[config.mk]
export PLATFORM = sky130hd
export DESIGN_NAME = ga25_sdr_arbiter
export DESIGN_NICKNAME = d
export VERILOG_FILES = /design/src/rtl/ga25_sdr_arbiter_pkg.sv /design/src/rtl/ga25_sdr_arbiter_rr_picker.sv /design/src/rtl/ga25_sdr_arbiter.sv
export SDC_FILE = /design/constraint.sdc
export NUM_CORES = 1
export LEC_CHECK = 0
export ABC_AREA = 1
export BUFFER_PORTS_ARGS = -buffer_cell sky130_fd_sc_hd__buf_2
export CAP_MARGIN = 10
export CELL_PAD_IN_SITES_DETAIL_PLACEMENT = 0
export CELL_PAD_IN_SITES_GLOBAL_PLACEMENT = 1
export CORE_ASPECT_RATIO = 0.75
export CORE_MARGIN = 2
export CORE_UTILIZATION = 30
export DETAILED_ROUTE_END_ITERATION = 7
export GPL_TIMING_DRIVEN = 0
export MAX_ROUTING_LAYER = met4
export PLACE_DENSITY = 0.78
export REMOVE_ABC_BUFFERS = 1
export SLEW_MARGIN = 15
export SYNTH_ARGS = -nofsm -noshare
export SYNTH_HDL_FRONTEND = slang
export SYNTH_SLANG_ARGS = --single-unit
[constraint.sdc]
create_clock -name clk_ram -period 2.9 [get_ports clk_ram]
set_clock_uncertainty 0.15 [all_clocks]
set_input_delay 0.58 -clock clk_ram [delete_from_list [all_inputs] [get_ports clk_ram]]
set_output_delay 0.58 -clock clk_ram [all_outputs]
set_load 0.02 [all_outputs]
[src/rtl/ga25_sdr_arbiter_pkg.sv]
`default_nettype none
// ============================================================================
// Module   : ga25_sdr_arbiter_pkg
// Brief    : Shared widths and arbiter state encoding for the SDRAM read arbiter
// Revision : 1.0 - initial release
// ============================================================================
package ga25_sdr_arbiter_pkg;

  localparam int SDR_ADDR_W = 25;
  localparam int SDR_DATA_W = 64;

  typedef enum logic [2:0] {
    ST_IDLE    = 3'd0,
    ST_ISSUE   = 3'd1,
    ST_WAIT    = 3'd2,
    ST_RETURN  = 3'd3,
    ST_REFRESH = 3'd4
  } arb_state_t;

endpackage
`default_nettype wire

[src/rtl/ga25_sdr_arbiter_rr_picker.sv]
`default_nettype none
// ============================================================================
// Module   : ga25_rr_picker
// Brief    : Rotating priority encoder; first set request at or after ptr wins
// Revision : 1.0 - initial release
// ============================================================================
module ga25_rr_picker #(
  parameter int NUM_REQ = 3,
  parameter int IDX_W   = 2
) (
  input  logic [NUM_REQ-1:0] req,
  input  logic [IDX_W-1:0]   ptr,
  output logic [IDX_W-1:0]   grant,
  output logic               any
);

  int               w_pos;
  logic [IDX_W-1:0] w_idx;

  // Scan from the farthest slot back to ptr so the nearest requester wins.
  always_comb begin
    grant = '0;
    any   = 1'b0;
    w_pos = 0;
    w_idx = '0;
    for (int k = NUM_REQ - 1; k >= 0; k--) begin
      w_pos = int'(ptr) + k;
      if (w_pos >= NUM_REQ) w_pos = w_pos - NUM_REQ;
      w_idx = IDX_W'(w_pos);
      if (req[w_idx]) begin
        grant = w_idx;
        any   = 1'b1;
      end
    end
  end

endmodule
`default_nettype wire

[src/rtl/ga25_sdr_arbiter.sv]
`default_nettype none
// ============================================================================
// Module   : ga25_sdr_arbiter
// Brief    : Round-robin arbiter sharing one SDRAM read channel among clients,
//            with idle-time refresh merging. GA25_ARB_TIMEOUT_EN adds a WAIT
//            timeout and the sticky timeout_seen output.
// Revision : 1.0 - initial release
// ============================================================================
module ga25_sdr_arbiter
  import ga25_sdr_arbiter_pkg::*;
#(
  parameter int NUM_REQ = 3,
  parameter int TIMEOUT = 255
) (
  input  logic                          clk_ram,
  input  logic                          reset,
  input  logic [NUM_REQ-1:0]            cl_req,
  input  logic [NUM_REQ*SDR_ADDR_W-1:0] cl_addr,
  input  logic [NUM_REQ-1:0]            cl_refresh,
  output logic [NUM_REQ-1:0]            cl_rdy,
  output logic [SDR_DATA_W-1:0]         cl_data,
  output logic [SDR_ADDR_W-1:0]         sdr_addr,
  output logic                          sdr_req,
  input  logic                          sdr_rdy,
  input  logic [SDR_DATA_W-1:0]         sdr_data,
  output logic                          sdr_refresh,
`ifdef GA25_ARB_TIMEOUT_EN
  output logic                          timeout_seen,
`endif
  output logic                          busy
);

  localparam int c_idx_w = (NUM_REQ > 1) ? $clog2(NUM_REQ) : 1;

  if (NUM_REQ < 2 || NUM_REQ > 8 || TIMEOUT < 1) begin : g_bad_cfg
    $error("ga25_sdr_arbiter: NUM_REQ must be 2..8 and TIMEOUT >= 1");
  end

  arb_state_t              r_state, w_state_nxt;
  logic [NUM_REQ-1:0]      r_pending, w_pend_nxt, w_pick_req;
  logic [SDR_ADDR_W-1:0]   r_addr_q [NUM_REQ];
  logic [c_idx_w-1:0]      r_grant, r_ptr, w_pick_idx;
  logic                    w_pick_any;
  logic                    r_refresh_pend;
  logic                    w_grant_now, w_issue, w_capture, w_timeout, w_done;
  logic                    w_refresh_go;
  logic [NUM_REQ-1:0]      w_cl_rdy_nxt;
  logic [NUM_REQ-1:0]      r_cl_rdy;
  logic [SDR_DATA_W-1:0]   r_cl_data;
  logic [SDR_ADDR_W-1:0]   r_sdr_addr;
  logic                    r_sdr_req, r_sdr_refresh;

  // Requests arriving this very cycle compete alongside already-latched ones.
  assign w_pick_req = r_pending | cl_req;

  ga25_rr_picker #(
    .NUM_REQ (NUM_REQ),
    .IDX_W   (c_idx_w)
  ) u_picker (
    .req   (w_pick_req),
    .ptr   (r_ptr),
    .grant (w_pick_idx),
    .any   (w_pick_any)
  );

`ifdef GA25_ARB_TIMEOUT_EN
  localparam int c_cnt_w = ($clog2(TIMEOUT + 1) > 8) ? $clog2(TIMEOUT + 1) : 8;

  logic [c_cnt_w-1:0] r_wait_cnt;
  logic               r_timeout_seen;

  assign w_timeout = (r_state == ST_WAIT) && !sdr_rdy &&
                     (r_wait_cnt == c_cnt_w'(TIMEOUT - 1));

  always_ff @(posedge clk_ram) begin
    if (reset) begin
      r_wait_cnt     <= '0;
      r_timeout_seen <= 1'b0;
    end else begin
      if (r_state == ST_ISSUE)     r_wait_cnt <= '0;
      else if (r_state == ST_WAIT) r_wait_cnt <= r_wait_cnt + 1'b1;
      if (w_timeout)               r_timeout_seen <= 1'b1;
    end
  end

  assign timeout_seen = r_timeout_seen;
`else
  assign w_timeout = 1'b0;
`endif

  // State register
  always_ff @(posedge clk_ram) begin
    if (reset) r_state <= ST_IDLE;
    else       r_state <= w_state_nxt;
  end

  // Next-state logic
  always_comb begin
    w_state_nxt = r_state;
    case (r_state)
      ST_IDLE: begin
        if (w_pick_any)          w_state_nxt = ST_ISSUE;
        else if (r_refresh_pend) w_state_nxt = ST_REFRESH;
      end
      ST_ISSUE:   w_state_nxt = ST_WAIT;
      ST_WAIT: begin
        if (sdr_rdy)        w_state_nxt = ST_RETURN;
        else if (w_timeout) w_state_nxt = ST_IDLE;
      end
      ST_RETURN:  w_state_nxt = ST_IDLE;
      ST_REFRESH: w_state_nxt = ST_IDLE;
      default:    w_state_nxt = ST_IDLE;
    endcase
  end

  // Output decode: next values for the registered outputs
  always_comb begin
    w_grant_now  = (r_state == ST_IDLE) && w_pick_any;
    w_issue      = (r_state == ST_ISSUE);
    w_capture    = (r_state == ST_WAIT) && sdr_rdy;
    w_done       = w_capture || w_timeout;
    w_refresh_go = (r_state == ST_IDLE) && !w_pick_any && r_refresh_pend;
    w_cl_rdy_nxt = w_done ? (NUM_REQ'(1) << r_grant) : '0;
    w_pend_nxt   = r_pending | cl_req;
    if (w_grant_now) w_pend_nxt[w_pick_idx] = 1'b0;
  end

  always_ff @(posedge clk_ram) begin
    for (int i = 0; i < NUM_REQ; i++) begin
      if (cl_req[i]) r_addr_q[i] <= cl_addr[SDR_ADDR_W*i +: SDR_ADDR_W];
    end
  end

  always_ff @(posedge clk_ram) begin
    if (reset) begin
      r_pending      <= '0;
      r_refresh_pend <= 1'b0;
      r_grant        <= '0;
      r_ptr          <= '0;
      r_sdr_req      <= 1'b0;
      r_sdr_addr     <= '0;
      r_sdr_refresh  <= 1'b0;
      r_cl_rdy       <= '0;
      r_cl_data      <= '0;
    end else begin
      r_pending     <= w_pend_nxt;
      r_sdr_req     <= w_issue;
      r_sdr_refresh <= w_refresh_go;
      r_cl_rdy      <= w_cl_rdy_nxt;
      if (r_state == ST_REFRESH) r_refresh_pend <= |cl_refresh;
      else                       r_refresh_pend <= r_refresh_pend | (|cl_refresh);
      if (w_grant_now) r_grant    <= w_pick_idx;
      if (w_issue)     r_sdr_addr <= r_addr_q[r_grant];
      if (w_capture)      r_cl_data <= sdr_data;
      else if (w_timeout) r_cl_data <= '0;
      // Pointer moves past the client just served, whether by data or timeout.
      if (w_done) r_ptr <= (r_grant == c_idx_w'(NUM_REQ - 1)) ? '0 : r_grant + 1'b1;
    end
  end

  assign cl_rdy      = r_cl_rdy;
  assign cl_data     = r_cl_data;
  assign sdr_addr    = r_sdr_addr;
  assign sdr_req     = r_sdr_req;
  assign sdr_refresh = r_sdr_refresh;
  assign busy        = (r_state != ST_IDLE);

endmodule
`default_nettype wire

### Yosys cells after proc, flatten, opt, wreduce, memory -nomap -nowiden

Memory sizes are Yosys's and may differ from the RTL's. A register that Yosys moved wholly into a read port is not among the register bits.
Cells that the tools add are included.

* register bits: 80
* RAM bits: 75
* bits of input ports: 148
* output and inout port bits: 95
* word-level logic and storage cells: 77
* memories: 1

Memory list
* r_addr_q: words 3, bits a word 25, rd ports 1, clocked after memory_dff 1, write ports 3, RTL line ga25_sdr_arbiter.sv:41 `logic [SDR_ADDR_W-1:0] r_addr_q [NUM_REQ];`

* $add $sub $neg: 6
* order comparisons: 8
* eq/ne operators: 6
* shifts and indexed selects: 1
* muxes and demuxes: 30
* bitwise gates (word level): 5
* reduce and logical (&&, ||, !) cells: 11

Operator list (count)
* 2-to-1 mux 1 bit: 14
* 2-to-1 mux 2 bit: 7
* less-than comparator 2 x 3 -> 1 bit (second input constant): 4
* 2-to-1 mux 3 bit: 4
* case mux 3 bit (3 select lines): 1
* binary-select mux 1 bit (select 2 bit): 3
* greater-or-equal comparator 3 x 2 -> 1 bit (second input constant): 2
* logical AND 1 bit: 5
* subtractor 2 x 1 -> 2 bit (second input constant): 2
* adder 2 x 1 -> 3 bit (second input constant): 1
* adder 2 x 2 -> 3 bit (second input constant): 1
* bitwise AND 3 bit: 1
* == test 3 x 1 -> 1 bit (second input constant): 1
* == test 3 x 2 -> 1 bit (second input constant): 1
* == test 3 bit (second input constant): 1
* logical NOT 3 bit: 1
* != test 3 bit (second input constant): 1
* inverter 3 bit: 1
* bitwise OR 3 bit: 1
* nonzero test 3 bit: 1
* OR reduction 3 bit: 1
* left shift 1 x 2 -> 3 bit (first input constant): 1
* adder 2 x 1 -> 2 bit (second input constant): 1
* demux 1 bit (select 2 bit): 1
* 10 further kinds: 10

### Depth between registers and ports, before layout

Gate-level depths: netlist (run 1).

* word-level depth: 15
* mapped depth: 13

### By module

From an unflattened synthesis (run 1), not the netlist that was laid out.

* cells, all modules: 763
* area, all modules: 6872.8 um2

Modules (own cells, without submodules)
* ga25_sdr_arbiter: instances 1, cells an instance 722, area each 6662.6 um2, sequential area each 4354.2 um2
* ga25_rr_picker: instances 1, cells an instance 41, area each 210.2 um2, sequential area each 0.0 um2

### Least setup slack after synthesis (run 1)

OpenSTA, ideal clock, no wires.

* path kind: register -> register
* start point: register r_ptr[0]
* end point: register r_grant[0]
* library setup time: 0.113 ns
* arrival time: 1.420 ns
* path slack: 1.217 ns
* cell stages (with the launch flop): 13
* period minus slack after synthesis: 1.683 ns
* path through: dfxtp_1 > inv_1 > ha_1 > inv_1 > nand2_1 > nand2_1 > nand2_1 > nand2_1 > nand3_2 > nand2_2 > inv_2 > nor2_1 > nor2_1

* cells in the longest elaborated chain, start to end: 9
* elaborated cells between the ends (all ways): 24
* classes of those cells: add/sub: 5; order compare: 3; mux: 15; reduce/logical: 1

Ends and longest elaborated chain
* start: declaration: RTL line ga25_sdr_arbiter.sv:42 `logic [c_idx_w-1:0] r_grant, r_ptr, w_pick_idx;`
* start signal: assignment: RTL line ga25_sdr_arbiter.sv:157 `if (w_done) r_ptr <= (r_grant == c_idx_w'(NUM_REQ - 1)) ? '0 : r_grant + 1'b1;`
* adder 2 x 2 -> 3 bit: RTL line ga25_sdr_arbiter_rr_picker.sv:27 `w_pos = int'(ptr) + k;`
* greater-or-equal comparator 3 x 2 -> 1 bit / subtractor 2 x 1 -> 2 bit (equally long branches): RTL line ga25_sdr_arbiter_rr_picker.sv:28 `if (w_pos >= NUM_REQ) w_pos = w_pos - NUM_REQ;`
* 2-to-1 mux 2 bit: RTL line ga25_sdr_arbiter_rr_picker.sv:28
* binary-select mux 1 bit (select 2 bit): RTL line ga25_sdr_arbiter_rr_picker.sv:30 `if (req[w_idx]) begin`
* 2-to-1 mux 1 bit (not written as such): RTL line ga25_sdr_arbiter_rr_picker.sv:30
* 2-to-1 mux 1 bit (3 in series): RTL line ga25_sdr_arbiter_rr_picker.sv:30
* logical AND 1 bit: RTL line ga25_sdr_arbiter.sv:118 `w_grant_now = (r_state == ST_IDLE) && w_pick_any;`
* end signal: assignment: RTL line ga25_sdr_arbiter.sv:152 `if (w_grant_now) r_grant <= w_pick_idx;`
* end: declaration: RTL line ga25_sdr_arbiter.sv:42

Several ways; a longest one is shown, not always the timed one. The select of a mux whose other input is x is not followed.
A chain may end at the register's enable or synchronous reset.

### Final worst setup path (run 1)

* start point: register r_grant[0]
* end point: register r_ptr[0]

* cells in the longest elaborated chain, start to end: 2
* elaborated cells between the ends (all ways): 3
* classes of those cells: add/sub: 1; eq/ne: 1; mux: 1

Ends and longest elaborated chain (RTL line)
* adder 2 x 1 -> 2 bit / == test 2 bit (equally long branches): ga25_sdr_arbiter.sv:157
* 2-to-1 mux 2 bit (*): ga25_sdr_arbiter.sv:157

Mark *: on every way between the ends. The rest lies on a longest branch, timed or not.

==> results.sh, run 1 <==
export IMPL_wl_per_cell_um=15.92
export IMPL_drc=0
export IMPL_multiInputGateArea_mm2=0.001729
export IMPL_postRouteAntennaNets=0
export IMPL_clock_sinks=180
export IMPL_grt_max_degree=66
export IMPL_worstMarginPinSlew_ns=0.9801
export IMPL_io_pins=243
export IMPL_grt_pass1_vias=5100
export IMPL_die_area_mm2=0.02301
export IMPL_initial_core_util=0.3072
export IMPL_rsz0062_at_grt="false"
export IMPL_hold_buffers=0
export IMPL_core_area_mm2=0.02130
export IMPL_timing_fmax_ghz=0.3793
export IMPL_end_kind="flop"
export IMPL_avgSynthCellArea_um2=10.27
export IMPL_ff_latch_area_mm2=0.004357
export IMPL_ys_ff_latch=180
export IMPL_rrSetupSlack_ns=0.26
export IMPL_io_buffers=242
export IMPL_num_vias=5304
export IMPL_crit_path_max_fanout=29
export IMPL_drt_total_wl_um=18470
export IMPL_rows=46
export IMPL_grt_use_total=0.1655
export IMPL_start_kind="flop"
export IMPL_required_ns=3.05
export IMPL_dr_first_iter_drc_count=271
export IMPL_cp_arrival_ns=2.78
export IMPL_max_vdd_ir_drop_v=0.0003219
export IMPL_period_minus_slack_ns=2.636
export IMPL_root_buffer="clkbuf_16"
export IMPL_globalplace_congestion=0.7965
export IMPL_setup_ws_ns=0.2637
export IMPL_finalHoldWorstSlack_ns=0.1769
export IMPL_die_x_um=174.5
export IMPL_synth_cell_area_mm2=0.006541
export IMPL_ys_types=25
export IMPL_worstSkewPairLatency_ns=0.42
export IMPL_critical_path_class="reg -> reg"
export IMPL_grt_pass1_wl_um=29090
export IMPL_hold_path_class="in -> reg"
export IMPL_fillers=2145
export IMPL_grt_overflow_total=0
export IMPL_routed_via_density=4.572
export IMPL_post_cts_buffers=0
export IMPL_syn_inst=637
export IMPL_fin_nets=1009
export IMPL_drt_pass1_iterations=4
export IMPL_drv_slew=0
export IMPL_drive_gt1_frac=0.3326
export IMPL_ys_async_sr_fraction=0
export IMPL_place_worst_setup_slack_ns=0.1720
export IMPL_fp_dieH_um=131.9
export IMPL_status="completed"
export IMPL_p_leak_nw=3.939
export IMPL_powerDensity_mw_per_mm2=829.7
export IMPL_maxCapViolations=0
export IMPL_diodes=0
export IMPL_post_cts_resized=0
export IMPL_hold_viol_final=0
export IMPL_clk_pin_slew_ns=0.08
export IMPL_clockBufferDepth=2
export IMPL_place_hpwl_um=12040
export IMPL_synth_edf_count=75
export IMPL_cts_buffers=17
export IMPL_finish_utilization=0.4046
export IMPL_antenna_found_initial=0
export IMPL_cts_tree="done"
export IMPL_area_delta_synth_final_pct=31.71
export IMPL_yosys_warnings=0
export IMPL_cts_max_level=4
export IMPL_ys_flop_type="dfxtp_1"
export IMPL_relSlewSlack=0.3426
export IMPL_synth_yosys_seq_area_share=0.6656
export IMPL_finalSetupViolCount=0
export IMPL_min_period_over_period=0.9091
==> cell usage after synthesis (3+ instances only) <==
library cell,count,area share
nand2_1,37,0.021
nand3_2,3,0.0046
o21ai_1,56,0.043
nor3_2,3,0.0046
nor2_1,15,0.0086
o22ai_1,3,0.0029
edfxtp_1,75,0.34
buf_2,12,0.0092
inv_2,5,0.0029
a21oi_1,27,0.021
dfxtp_1,105,0.32
a31oi_1,26,0.025
clkbuf_1,25,0.014
nor3_1,7,0.0054
nand3_1,117,0.090
inv_1,73,0.042
buf_1,3,0.0017
o21ai_0,37,0.028
==> state kept, by name, summed over array words and instances, names as in the netlist <==
signal          cells
cl_data            64
cl_rdy              3
sdr_req             1
r_state             3
r_addr_q           75
r_refresh_pend      1
sdr_refresh         1
r_ptr               2
r_grant             2
sdr_addr           25
r_pending           3
==> through the flow <==
step / setup TNS [ns] / cell area (um^2) / instances / power [mW]
floorplan: -38.09 / 6365 / 596 / 4.116
global placement: -215.33 / 7936 / 1126 / 4.778
detailed placement: 0 / 8003 / 1128 / 4.812
CTS: 0 / 8615 / 1160 / 7.245
global route: 0 / 8616 / 1160 / 7.560
finish: 0 / 8616 / 1160 / 7.149
==> critical path: stages (launching register included) <==
cell	delay (ns)
dfxtp_2	0.83
clkinv_1	1.02
nand2_1	0.37
o22ai_1	0.13
==> report_power, final <==
group	switching [mW]	internal [mW]
clock	1.02	1.40
sequential	0.241	2.96
combinational	1.04	0.487
total	2.30	4.85
==> final cells by class <==
class | count | area share
sequential | 180 | 0.5057
multi-input combinational | 337 | 0.2007
timing repair buffer | 244 | 0.1461
clock buffer | 20 | 0.05184
tap | 288 | 0.04182
inverter | 79 | 0.03471
clock inverter | 12 | 0.01917
==> cells in the final DEF (no fill, tap or decap), types with 3 or more instances in the layout <==
cell and count:
nor2_1 15, inv_1 72, inv_6 5, dfxtp_1 103, bufinv_16 3, edfxtp_1 75, o21ai_1 56, inv_2 5
a21oi_1 27, nand3_1 117, clkbuf_16 17, a31oi_1 26, nor3_1 7, nand2_1 36, nor3_2 3, buf_2 242
o21ai_0 37, o22ai_1 3
==> cells by family after synthesis <==
| group | synth area share |
|---|---|
| simple gates | 0.1375 |
| buf+inv | 0.07230 |
| flops | 0.6656 |
| compound gates | 0.1207 |
| fa+ha+maj | 0.003825 |
==> path summary, 6_finish.rpt <==
kind	startpoint	cells past startpoint	to
min reg2reg	cl_data[23]$_SDFFE_PP0N_	2	cl_data[23]$_SDFFE_PP0N_
min	cl_addr[61]	1	r_addr_q[2][11]$_DFFE_PP_
max reg2reg	r_grant[0]$_SDFFE_PP0N_	3	r_ptr[0]$_SDFFE_PP0N_
max	r_grant[0]$_SDFFE_PP0N_	3	r_ptr[0]$_SDFFE_PP0N_
==> routing by layer <==
metal,up-vias,global-route usage,part of all wire
met5,-,-,0
met2,148,0.2533,0.46
met3,14,0.03835,0.050
li1,2658,-,-
met1,2484,0.2221,0.47
met4,0,0.04213,0.013
Power figures use the tool's default switching activity.
==> run 2, diff against run 1 <==
- BUFFER_PORTS_ARGS: -buffer_cell sky130_fd_sc_hd__buf_2 -> not set
- DONT_BUFFER_PORTS: not set -> 1
- PLACE_DENSITY: 0.78 -> 0.65
==> results.sh, run 2 (same netlist as run 1, synthesis figures left out) <==
export IMPL_grt_pass1_wl_um=26850
export IMPL_cp_endpoint="sdr_addr[14]$_SDFFE_PP0P_"
export IMPL_num_vias=4650
export IMPL_finalSetupViolCount=0
export IMPL_rows=46
export IMPL_end_kind="flop"
export IMPL_post_cts_buffers=0
export IMPL_dp_cells=886
export IMPL_crit_start="r_grant[0]$_SDFFE_PP0N_"
export IMPL_wl_met2_um=8993
export IMPL_io_buffers=0
export IMPL_routed_via_density=5.054
export IMPL_clock_sinks=180
export IMPL_cp_depth=3
export IMPL_max_vdd_ir_drop_v=0.0004399
export IMPL_tns_ns=0
export IMPL_core_area_mm2=0.02130
export IMPL_largest_register="r_addr_q"
export IMPL_powerDensity_mw_per_mm2=925.6
export IMPL_power_total_mw=6.842
export IMPL_wl_met3_um=975
export IMPL_cts_max_level=4
export IMPL_drt_pass1_iterations=5
export IMPL_drc=0
export IMPL_crit_chain="clkinv_1 > a31oi_1 > a31oi_1"
export IMPL_start_kind="flop"
export IMPL_fp_dieH_um=131.9
export IMPL_drv_slew=0
export IMPL_grt_overflow_total=0
export IMPL_rsz0062_at_grt="false"
export IMPL_crit_slowest_cell="clkinv_1"
export IMPL_min_period_over_period=0.9095
export IMPL_required_ns=3.04
export IMPL_hold_viol_final=0
export IMPL_cts_buffers=17
export IMPL_globalplace_congestion=0.8243
export IMPL_die_x_um=174.5
export IMPL_fin_cells=920
export IMPL_r2r_cells=3
export IMPL_fillers=2106
export IMPL_status="completed"
export IMPL_io_pins=243
export IMPL_met1Wirelength_um=7696
export IMPL_path_buf_inv=1
export IMPL_hold_buffers=0
export IMPL_dr_first_iter_drc_count=465
export IMPL_cp_top_family="buffers and inverters"
export IMPL_antenna_found_initial=2
export IMPL_drive_gt1_frac=0.08095
export IMPL_reg2reg_to="sdr_addr[14]$_SDFFE_PP0P_"
export IMPL_cpMostUsedCell="a31oi_1"
export IMPL_cp_arrival_ns=2.78
export IMPL_r2r_start="r_grant[0]$_SDFFE_PP0N_"
export IMPL_area_delta_synth_final_pct=13.01
export IMPL_worstMarginPinSlew_ns=0.9884
export IMPL_place_worst_setup_slack_ns=0.2290
export IMPL_wl_per_cell_um=19.55
export IMPL_maxCapViolations=0
export IMPL_clk_pin_slew_ns=0.07
export IMPL_finalHoldWorstSlack_ns=0.07674
export IMPL_grt_pass1_vias=4562
export IMPL_finish_utilization=0.3471
export IMPL_drt_total_wl_um=17990
export IMPL_clockBufferDepth=2
export IMPL_hold_path_class="in -> reg"
export IMPL_die_area_mm2=0.02301
export IMPL_worstSkewPairLatency_ns=0.42
export IMPL_max_stage_delay_ns=1.02
export IMPL_p_leak_nw=2.832
export IMPL_place_area_mm2=0.006779
export IMPL_grt_use_total=0.1564
export IMPL_postRouteAntennaNets=0
export IMPL_final_common_cell="nand3_1"
export IMPL_initial_core_util=0.3072
export IMPL_cts_tree="done"
export IMPL_timing_fmax_ghz=0.3791
export IMPL_fin_nets=767
export IMPL_place_hpwl_um=11940
export IMPL_root_buffer="clkbuf_16"
export IMPL_top_layer="met4"
export IMPL_largest_register_ffs=75
export IMPL_grt_max_degree=70
export IMPL_critical_path_class="reg -> reg"
export IMPL_setup_ws_ns=0.2625
export IMPL_holdCritStartpoint="reset"
export IMPL_crit_path_max_fanout=29
export IMPL_post_cts_resized=0
export IMPL_final_cell_mix="117 x nand3_1, 103 x dfxtp_1, 75 x edfxtp_1"
export IMPL_relSlewSlack=0.3370
export IMPL_rrSetupSlack_ns=0.26
export IMPL_fin_area_mm2=0.007392
export IMPL_period_minus_slack_ns=2.638
## run 2: cell count changes in the layout (fill, tap and decap cells not counted), sizes merged
cell	previous run	this run
buf	244	2
clkbuf	20	18
clkinvlp	1	3
diode	0	2
bufinv	3	2
clkinv	3	4
## run 2: layout make-up
class,count,area [um^2],share of cell area
well taps,288,360.3,0.04875
diodes,2,5.005,0.0006770
clock buffers,18,439.2,0.05941
inverters,79,299.0,0.04045
flip-flops and latches,180,4357,0.5894
repair buffers,2,40.04,0.005416
multi-input cells,337,1724,0.2332
clock inverters,14,167.7,0.02268
## run 2: worst min path at each step
stage	cells past startpoint	slack, ns	endpoint
after CTS	1	0.05	r_state[0]$_SDFFE_PP0P_
after floorplan	2	0.32	r_state[2]$_SDFFE_PP0P_
after global placement	2	0.33	r_ptr[1]$_SDFFE_PP0N_
after global routing	1	0.05	r_state[0]$_SDFFE_PP0P_
final	1	0.08	r_state[1]$_SDFFE_PP0P_
after detailed placement	2	0.35	r_ptr[1]$_SDFFE_PP0N_
## run 2: metal layers
metal | up-vias | track usage
met5 | - | -
met4 | 0 | 0.05694
met3 | 18 | 0.04152
met2 | 170 | 0.2524
met1 | 2287 | 0.1889
li1 | 2175 | -
## run 2: report_power, final
group | switching [mW] | internal (mW)
Sequential | 0.556 | 2.96
Clock | 1.05 | 1.32
Combinational | 0.660 | 0.293
Total | 2.26 | 4.58
